`config.mk`:
```
export PLATFORM = sky130hd
export DESIGN_NAME = pipelined_shifter
export DESIGN_NICKNAME = d
export VERILOG_FILES = /design/src/rtl/shifter_pkg.sv /design/src/rtl/shift_stage.sv /design/src/rtl/pipelined_shifter.sv
export SDC_FILE = /design/constraint.sdc
export NUM_CORES = 1
export LEC_CHECK = 0
export BUFFER_PORTS_ARGS = -buffer_cell sky130_fd_sc_hd__clkbuf_2
export CORE_AREA = 2 2 197 199
export CTS_CLUSTER_DIAMETER = 120
export CTS_CLUSTER_SIZE = 30
export DETAILED_ROUTE_END_ITERATION = 10
export DIE_AREA = 0 0 199 201
export PLACE_DENSITY = 0.45
export SLEW_MARGIN = 10
export SYNTH_ARGS = -nofsm -noshare
export SYNTH_HDL_FRONTEND = slang
export SYNTH_SLANG_ARGS = --single-unit
```
`constraint.sdc`:
```
create_clock -name clk -period 3.17 [get_ports clk]
set_input_delay 0.951 -clock clk [delete_from_list [all_inputs] [get_ports clk]]
set_output_delay 0.951 -clock clk [all_outputs]
set_load 0.01 [all_outputs]
```
`src/rtl/shifter_pkg.sv`:
```
//------------------------------------------------------------------------------
// Module   : shifter_pkg
// Purpose  : Mode encodings and reserved-mode decode for the pipelined shifter.
// Revision : 1.0
//------------------------------------------------------------------------------
`default_nettype none

package shifter_pkg;

    localparam int SH_MODE_W = 3;

    localparam logic [SH_MODE_W-1:0] SH_SLL = 3'b000;
    localparam logic [SH_MODE_W-1:0] SH_SRL = 3'b001;
    localparam logic [SH_MODE_W-1:0] SH_SRA = 3'b010;
    localparam logic [SH_MODE_W-1:0] SH_ROL = 3'b011;
    localparam logic [SH_MODE_W-1:0] SH_ROR = 3'b100;

    function automatic logic sh_is_reserved(input logic [SH_MODE_W-1:0] mode);
        return (mode > SH_ROR);
    endfunction

endpackage

`default_nettype wire

```
`src/rtl/shift_stage.sv`:
```
//------------------------------------------------------------------------------
// Module   : shift_stage
// Purpose  : One log-shifter stage: conditional move by DIST plus pipeline register.
// Revision : 1.0
//------------------------------------------------------------------------------
`default_nettype none

module shift_stage
    import shifter_pkg::*;
#(
    parameter int WIDTH   = 32,
    parameter int TAG_W   = 5,
    parameter int SHAMT_W = 5,
    parameter int DIST    = 1
) (
    input  logic                 clk,
    input  logic                 rst_n,
    input  logic                 flush,
    input  logic                 in_valid,
    output logic                 in_ready,
    input  logic [WIDTH-1:0]     in_data,
    input  logic [SHAMT_W-1:0]   in_shamt,
    input  logic [SH_MODE_W-1:0] in_mode,
    input  logic                 in_sign,
    input  logic                 in_illegal,
    input  logic [TAG_W-1:0]     in_tag,
    output logic                 out_valid,
    input  logic                 out_ready,
    output logic [WIDTH-1:0]     out_data,
    output logic [SHAMT_W-1:0]   out_shamt,
    output logic [SH_MODE_W-1:0] out_mode,
    output logic                 out_sign,
    output logic                 out_illegal,
    output logic [TAG_W-1:0]     out_tag
);

    localparam int c_bit_idx = $clog2(DIST);

    logic                 r_valid;
    logic [WIDTH-1:0]     r_data;
    logic [SHAMT_W-1:0]   r_shamt;
    logic [SH_MODE_W-1:0] r_mode;
    logic                 r_sign;
    logic                 r_illegal;
    logic [TAG_W-1:0]     r_tag;

    logic [WIDTH-1:0]     w_moved;
    logic [WIDTH-1:0]     w_next;
    logic                 w_load;

    // SRA fills from the sign captured at entry, never from the shifted data.
    always_comb begin
        w_moved = in_data;
        case (in_mode)
            SH_SLL:  w_moved = {in_data[WIDTH-DIST-1:0], {DIST{1'b0}}};
            SH_SRL:  w_moved = {{DIST{1'b0}}, in_data[WIDTH-1:DIST]};
            SH_SRA:  w_moved = {{DIST{in_sign}}, in_data[WIDTH-1:DIST]};
            SH_ROL:  w_moved = {in_data[WIDTH-DIST-1:0], in_data[WIDTH-1:WIDTH-DIST]};
            SH_ROR:  w_moved = {in_data[DIST-1:0], in_data[WIDTH-1:DIST]};
            default: w_moved = in_data;
        endcase
        w_next = in_shamt[c_bit_idx] ? w_moved : in_data;
    end

    assign w_load   = rst_n && !flush && (!r_valid || out_ready);
    assign in_ready = w_load;

    // Empty slots load zeros so invalid payload never shows at the outputs.
    always_ff @(posedge clk) begin
        if (!rst_n || flush) begin
            r_valid   <= 1'b0;
            r_data    <= '0;
            r_shamt   <= '0;
            r_mode    <= '0;
            r_sign    <= 1'b0;
            r_illegal <= 1'b0;
            r_tag     <= '0;
        end else if (w_load) begin
            r_valid   <= in_valid;
            r_data    <= in_valid ? w_next     : '0;
            r_shamt   <= in_valid ? in_shamt   : '0;
            r_mode    <= in_valid ? in_mode    : '0;
            r_sign    <= in_valid ? in_sign    : 1'b0;
            r_illegal <= in_valid ? in_illegal : 1'b0;
            r_tag     <= in_valid ? in_tag     : '0;
        end
    end

    assign out_valid   = r_valid;
    assign out_data    = r_data;
    assign out_shamt   = r_shamt;
    assign out_mode    = r_mode;
    assign out_sign    = r_sign;
    assign out_illegal = r_illegal;
    assign out_tag     = r_tag;

endmodule

`default_nettype wire

```
`src/rtl/pipelined_shifter.sv`:
```
//------------------------------------------------------------------------------
// Module   : pipelined_shifter
// Purpose  : Pipelined logarithmic SLL/SRL/SRA/ROL/ROR with valid/ready and tag.
// Revision : 1.0
//------------------------------------------------------------------------------
`default_nettype none

module pipelined_shifter
    import shifter_pkg::*;
#(
    parameter int WIDTH = 32,
    parameter int TAG_W = 5,
    localparam int SHAMT_W = $clog2(WIDTH)
) (
    input  logic                 clk,
    input  logic                 rst_n,
    input  logic                 flush,
    input  logic                 in_valid,
    output logic                 in_ready,
    input  logic [WIDTH-1:0]     in_a,
    input  logic [SHAMT_W-1:0]   in_shamt,
    input  logic [SH_MODE_W-1:0] in_mode,
    input  logic [TAG_W-1:0]     in_tag,
    output logic                 out_valid,
    input  logic                 out_ready,
    output logic [WIDTH-1:0]     out_result,
    output logic [TAG_W-1:0]     out_tag,
    output logic                 out_illegal
);

    // Index k feeds stage k; index SHAMT_W is the last stage's registers.
    logic                 w_valid   [SHAMT_W+1];
    logic [WIDTH-1:0]     w_data    [SHAMT_W+1];
    logic [SHAMT_W-1:0]   w_shamt   [SHAMT_W+1];
    logic [SH_MODE_W-1:0] w_mode    [SHAMT_W+1];
    logic                 w_sign    [SHAMT_W+1];
    logic                 w_illegal [SHAMT_W+1];
    logic [TAG_W-1:0]     w_tag     [SHAMT_W+1];

    assign w_valid[0]   = in_valid;
    assign w_data[0]    = in_a;
    assign w_shamt[0]   = in_shamt;
    assign w_mode[0]    = in_mode;
    assign w_sign[0]    = in_a[WIDTH-1];
    assign w_illegal[0] = sh_is_reserved(in_mode);
    assign w_tag[0]     = in_tag;

    for (genvar k = 0; k < SHAMT_W; k++) begin : g_stage
        logic w_rdy;
        logic w_down_rdy;

        if (k == SHAMT_W-1) begin : g_last
            assign w_down_rdy = out_ready;
        end else begin : g_mid
            assign w_down_rdy = g_stage[k+1].w_rdy;
        end

        shift_stage #(
            .WIDTH   (WIDTH),
            .TAG_W   (TAG_W),
            .SHAMT_W (SHAMT_W),
            .DIST    (1 << k)
        ) u_stage (
            .clk         (clk),
            .rst_n       (rst_n),
            .flush       (flush),
            .in_valid    (w_valid[k]),
            .in_ready    (w_rdy),
            .in_data     (w_data[k]),
            .in_shamt    (w_shamt[k]),
            .in_mode     (w_mode[k]),
            .in_sign     (w_sign[k]),
            .in_illegal  (w_illegal[k]),
            .in_tag      (w_tag[k]),
            .out_valid   (w_valid[k+1]),
            .out_ready   (w_down_rdy),
            .out_data    (w_data[k+1]),
            .out_shamt   (w_shamt[k+1]),
            .out_mode    (w_mode[k+1]),
            .out_sign    (w_sign[k+1]),
            .out_illegal (w_illegal[k+1]),
            .out_tag     (w_tag[k+1])
        );
    end

    assign in_ready    = g_stage[0].w_rdy;
    assign out_valid   = w_valid[SHAMT_W];
    assign out_result  = w_data[SHAMT_W];
    assign out_tag     = w_tag[SHAMT_W];
    assign out_illegal = w_illegal[SHAMT_W];

    logic w_unused_tail;
    assign w_unused_tail = ^{w_shamt[SHAMT_W], w_mode[SHAMT_W], w_sign[SHAMT_W]};

endmodule

`default_nettype wire

```
==> metrics <==
status finished, final reports clean; endpoints failing setup 0; Psw ~1200 uW; crit path launch type register; vias in the first global route 9875; row count 72; synthesized flop and latch total 221; DRC 0; fraction of power spent switching nets approximately 25%; CTS clk-pin slew, worst paths 0.12 ns; DIE HEIGHT 201 microns; worst slew pin tran 1.11 ns; CP Capture Type primary output; Slew headroom 25.5%; critical path class register to primary output; worst setup path startpoint g_stage[0].u_stage.out_valid; total CTS buffers 12; first-pass GRT wire length approximately 57 mm; Clk pwr share a little under two fifths; initial antenna violation count 0; Logic pwr share under 10%; clk sinks 221; via count around 10000; # hold bufs at CTS 0; Compound-Gate Fraction of Synth Area 29.4%; chip width 199 microns; Critical Path Fanout Max 17; Total Routing Usage GR 17.4%; Adder-Cell Fraction of Synth Area 0.0889%; largest family of logic cells by synthesized area compound AO/OA/AOI/OAI gates; Routed Antenna Nets 0; unrepaired setup endpoints after global routing no; core area 0.0381 sq mm; clk buf depth 3; Max Cap Viol 0; detailed-placement wirelength estimate 24.7 mm; peak supply drop 0.000259 V; post-CTS sizing 0; Clock Latency Late Sink 0.50 ns; layout cells sized above 1 12.6%; CTS Root Cell clkbuf_16; Net Count, Synth 1472; ant diodes 0; Ys Warns 0; Detailed Route WL roughly 35 mm; area delta synth->final 10.4%; internal power approximately 3700 uW; Final GP Congestion between 0.8 and 0.9; wire length per cell about 18 microns; Fin. Hold Viols 0; TritonCTS clock tree done; worst hold path type register to register; Final Skew 0.0236 ns; Nets 1484; post-route setup TNS 0 ns; register area share after synthesis roughly 39%; die area 0.0400 sq mm; Syn Inst Count 1422; RR Endpoint g_stage[1].u_stage.out_data[17]; worst r2r src g_stage[0].u_stage.out_mode[0]; I/O Buffers 89; worst r2r path cells 4; reg2reg setup slack 1.04 ns; count of pins over their slew limit 0; CP peak stage delay 0.72 ns; Worst Path Arrival 1.85 ns; drt initial violations about 660; post-CTS setup buffers 0; H-tree levels 1; worst path required time between 2 and 2.5 ns; Netlist Area Pre-Place around 0.011 sq mm; xor/xnor cell area share of the yosys netlist 0.689%; I/O pins 90; largest net degree at the start of global routing 34; Cell variety after synth 67; Worst Setup Slack, final 0.373 ns; Final Critical Period 2.80 ns; hold slack 0.462 ns; starting density of the core slightly below 30%; Flop pwr share a little under three fifths; fin crit share 88.2%; Critical-path top delay cell dfxtp_1; crit-path cells inv_1 -> o22ai_2 -> nor2_1 -> clkbuf_2; Power Density 396 mW/mm^2; Synth Area per Inst 7.91 sq um; drt first pass iters 5; simple-gate share of the synthesized area a little over a fifth; post-DR vias/cell 5.27; crit path capture in_ready; Place WS 0.293 ns; highest clock rate 358 MHz; Layout Utilization 32.6%; post-synthesis mux area share under 10%; Pleak ~0.0042 uW; GRT Residual Overflow 0
## power by group through the flow
| stage | logic [uW] | clock network (uW) | registers, uW |
|---|---|---|---|
| floorplan | 190 | 0 | 2870 |
| global placement | 273 | 0 | 2890 |
| detailed placement | 274 | 0 | 2890 |
| CTS | 275 | 1880 | 2830 |
| global route | 304 | 1980 | 2830 |
| finish | 274 | 1820 | 2830 |
## state kept, by name (all words and copies together) (netlist names)
name                         cells
g_stage.u_stage.out_data       160
g_stage.u_stage.out_tag         25
g_stage.u_stage.out_mode        12
g_stage.u_stage.out_shamt       10
g_stage.u_stage.out_illegal      5
g_stage.u_stage.out_valid        5
g_stage.u_stage.out_sign         4
## worst min path at each step
| stage | from | cells after the start | slack (ns) | endpoint |
|---|---|---|---|---|
| global route | g_stage[1].u_stage.out_illegal | 2 | 0.48 | g_stage[1].u_stage.out_illegal |
| finish | g_stage[2].u_stage.out_tag[0] | 2 | 0.46 | g_stage[2].u_stage.out_tag[0] |
| global placement | g_stage[4].u_stage.out_data[6] | 2 | 0.44 | g_stage[4].u_stage.out_data[6] |
| CTS | g_stage[2].u_stage.out_tag[0] | 2 | 0.47 | g_stage[2].u_stage.out_tag[0] |
| detailed placement | g_stage[4].u_stage.out_data[12] | 2 | 0.44 | g_stage[4].u_stage.out_data[12] |
| floorplan | g_stage[1].u_stage.out_tag[1] | 2 | 0.43 | g_stage[1].u_stage.out_tag[1] |
## cell families (layout without fill, tap and decap cells)
logic type	count (synthesis)	after routing
fa+ha+maj	1	1
simple gates	509	509
mux	26	26
xor+xnor	5	5
compound gates	503	503
buf+inv	157	173
flops	221	221
## synth_stat cells, drive strengths merged
cell	count	area share, %
maj3	1	0.089
a21oi	83	3.7
xor2	3	0.47
o31ai	30	2.0
o211ai	1	0.067
o2bb2ai	5	0.39
a2bb2oi	17	1.4
o2111ai	2	0.16
nor2b	14	0.78
a311oi	5	0.39
o31a	15	1.2
dfxtp	221	39
o221ai	10	0.83
o22ai	5	0.33
or3b	2	0.16
nor3	49	2.2
o2111a	18	1.8
nor2	57	1.9
xnor2	2	0.22
a221o	1	0.089
mux2i	26	2.3
nand4b	3	0.29
nor3b	47	3.2
a21boi	3	0.30
nand2b	3	0.17
buf	77	4.1
a22o	1	0.078
o21ai	203	9.2
and4	1	0.078
and3	11	0.61
a211oi	50	3.4
a22oi	6	0.40
and2	4	0.24
a221oi	46	3.6
nand3	56	2.5
and4b	1	0.089
or2	4	0.22
o21bai	1	0.067
nand2	247	8.3
inv	18	0.60
and2b	9	0.60
clkbuf	62	2.1
a31o	1	0.078
nand4	1	0.056
## layout by cell type (no fill, tap or decap), drive strengths merged, types with 5 or more instances in the layout
cell,count
o22ai,5
o2111a,18
nand2,247
buf,48
o21ai,203
a311oi,5
a21oi,83
and3,11
a211oi,50
o221ai,10
inv,20
and2b,9
clkbuf,103
mux2i,26
o31a,15
a221oi,46
a2bb2oi,17
nor3b,47
nor2b,14
nor2,57
nor3,49
dfxtp,221
o31ai,30
o2bb2ai,5
a22oi,6
nand3,56
## routing by layer
metal	GRT usage [%]	share of wire [%]	wire, microns	up-vias
met5	0	0	0	-
met4	2.96	0.98	342	0
met3	1.58	3.0	1060	23
met2	28.5	47	16400	179
met1	24.9	49	17200	4921
li1	-	-	-	5191
## per-stage QoR
| step | instances | total power [uW] | instance area [sq um] |
|---|---|---|---|
| after floorplan | 1422 | 3060 | 11300 |
| after global placement | 1938 | 3160 | 12000 |
| after detailed placement | 1938 | 3170 | 12000 |
| after CTS | 1956 | 4980 | 12400 |
| after global routing | 1956 | 5120 | 12400 |
| final | 1956 | 4930 | 12400 |
## layout make-up
class | instances | area [sq um]
fill | 4142 | 25700
multi-input combinational | 1044 | 6100
sequential | 221 | 4420
timing repair buffer | 137 | 806
tap | 518 | 648
clock buffer | 14 | 339
inverter | 18 | 67.6
clock inverter | 4 | 41.3
## critical path, delay by kind of cell, from the launching register on
kind	cells	cell delay, ns
flip-flops	1	0.72
AND/OR/NAND/NOR	1	0.07
buffers and inverters	2	0.33
AO/OA/AOI/OAI	1	0.23
Note: power is estimated with default switching activity, not from simulation.
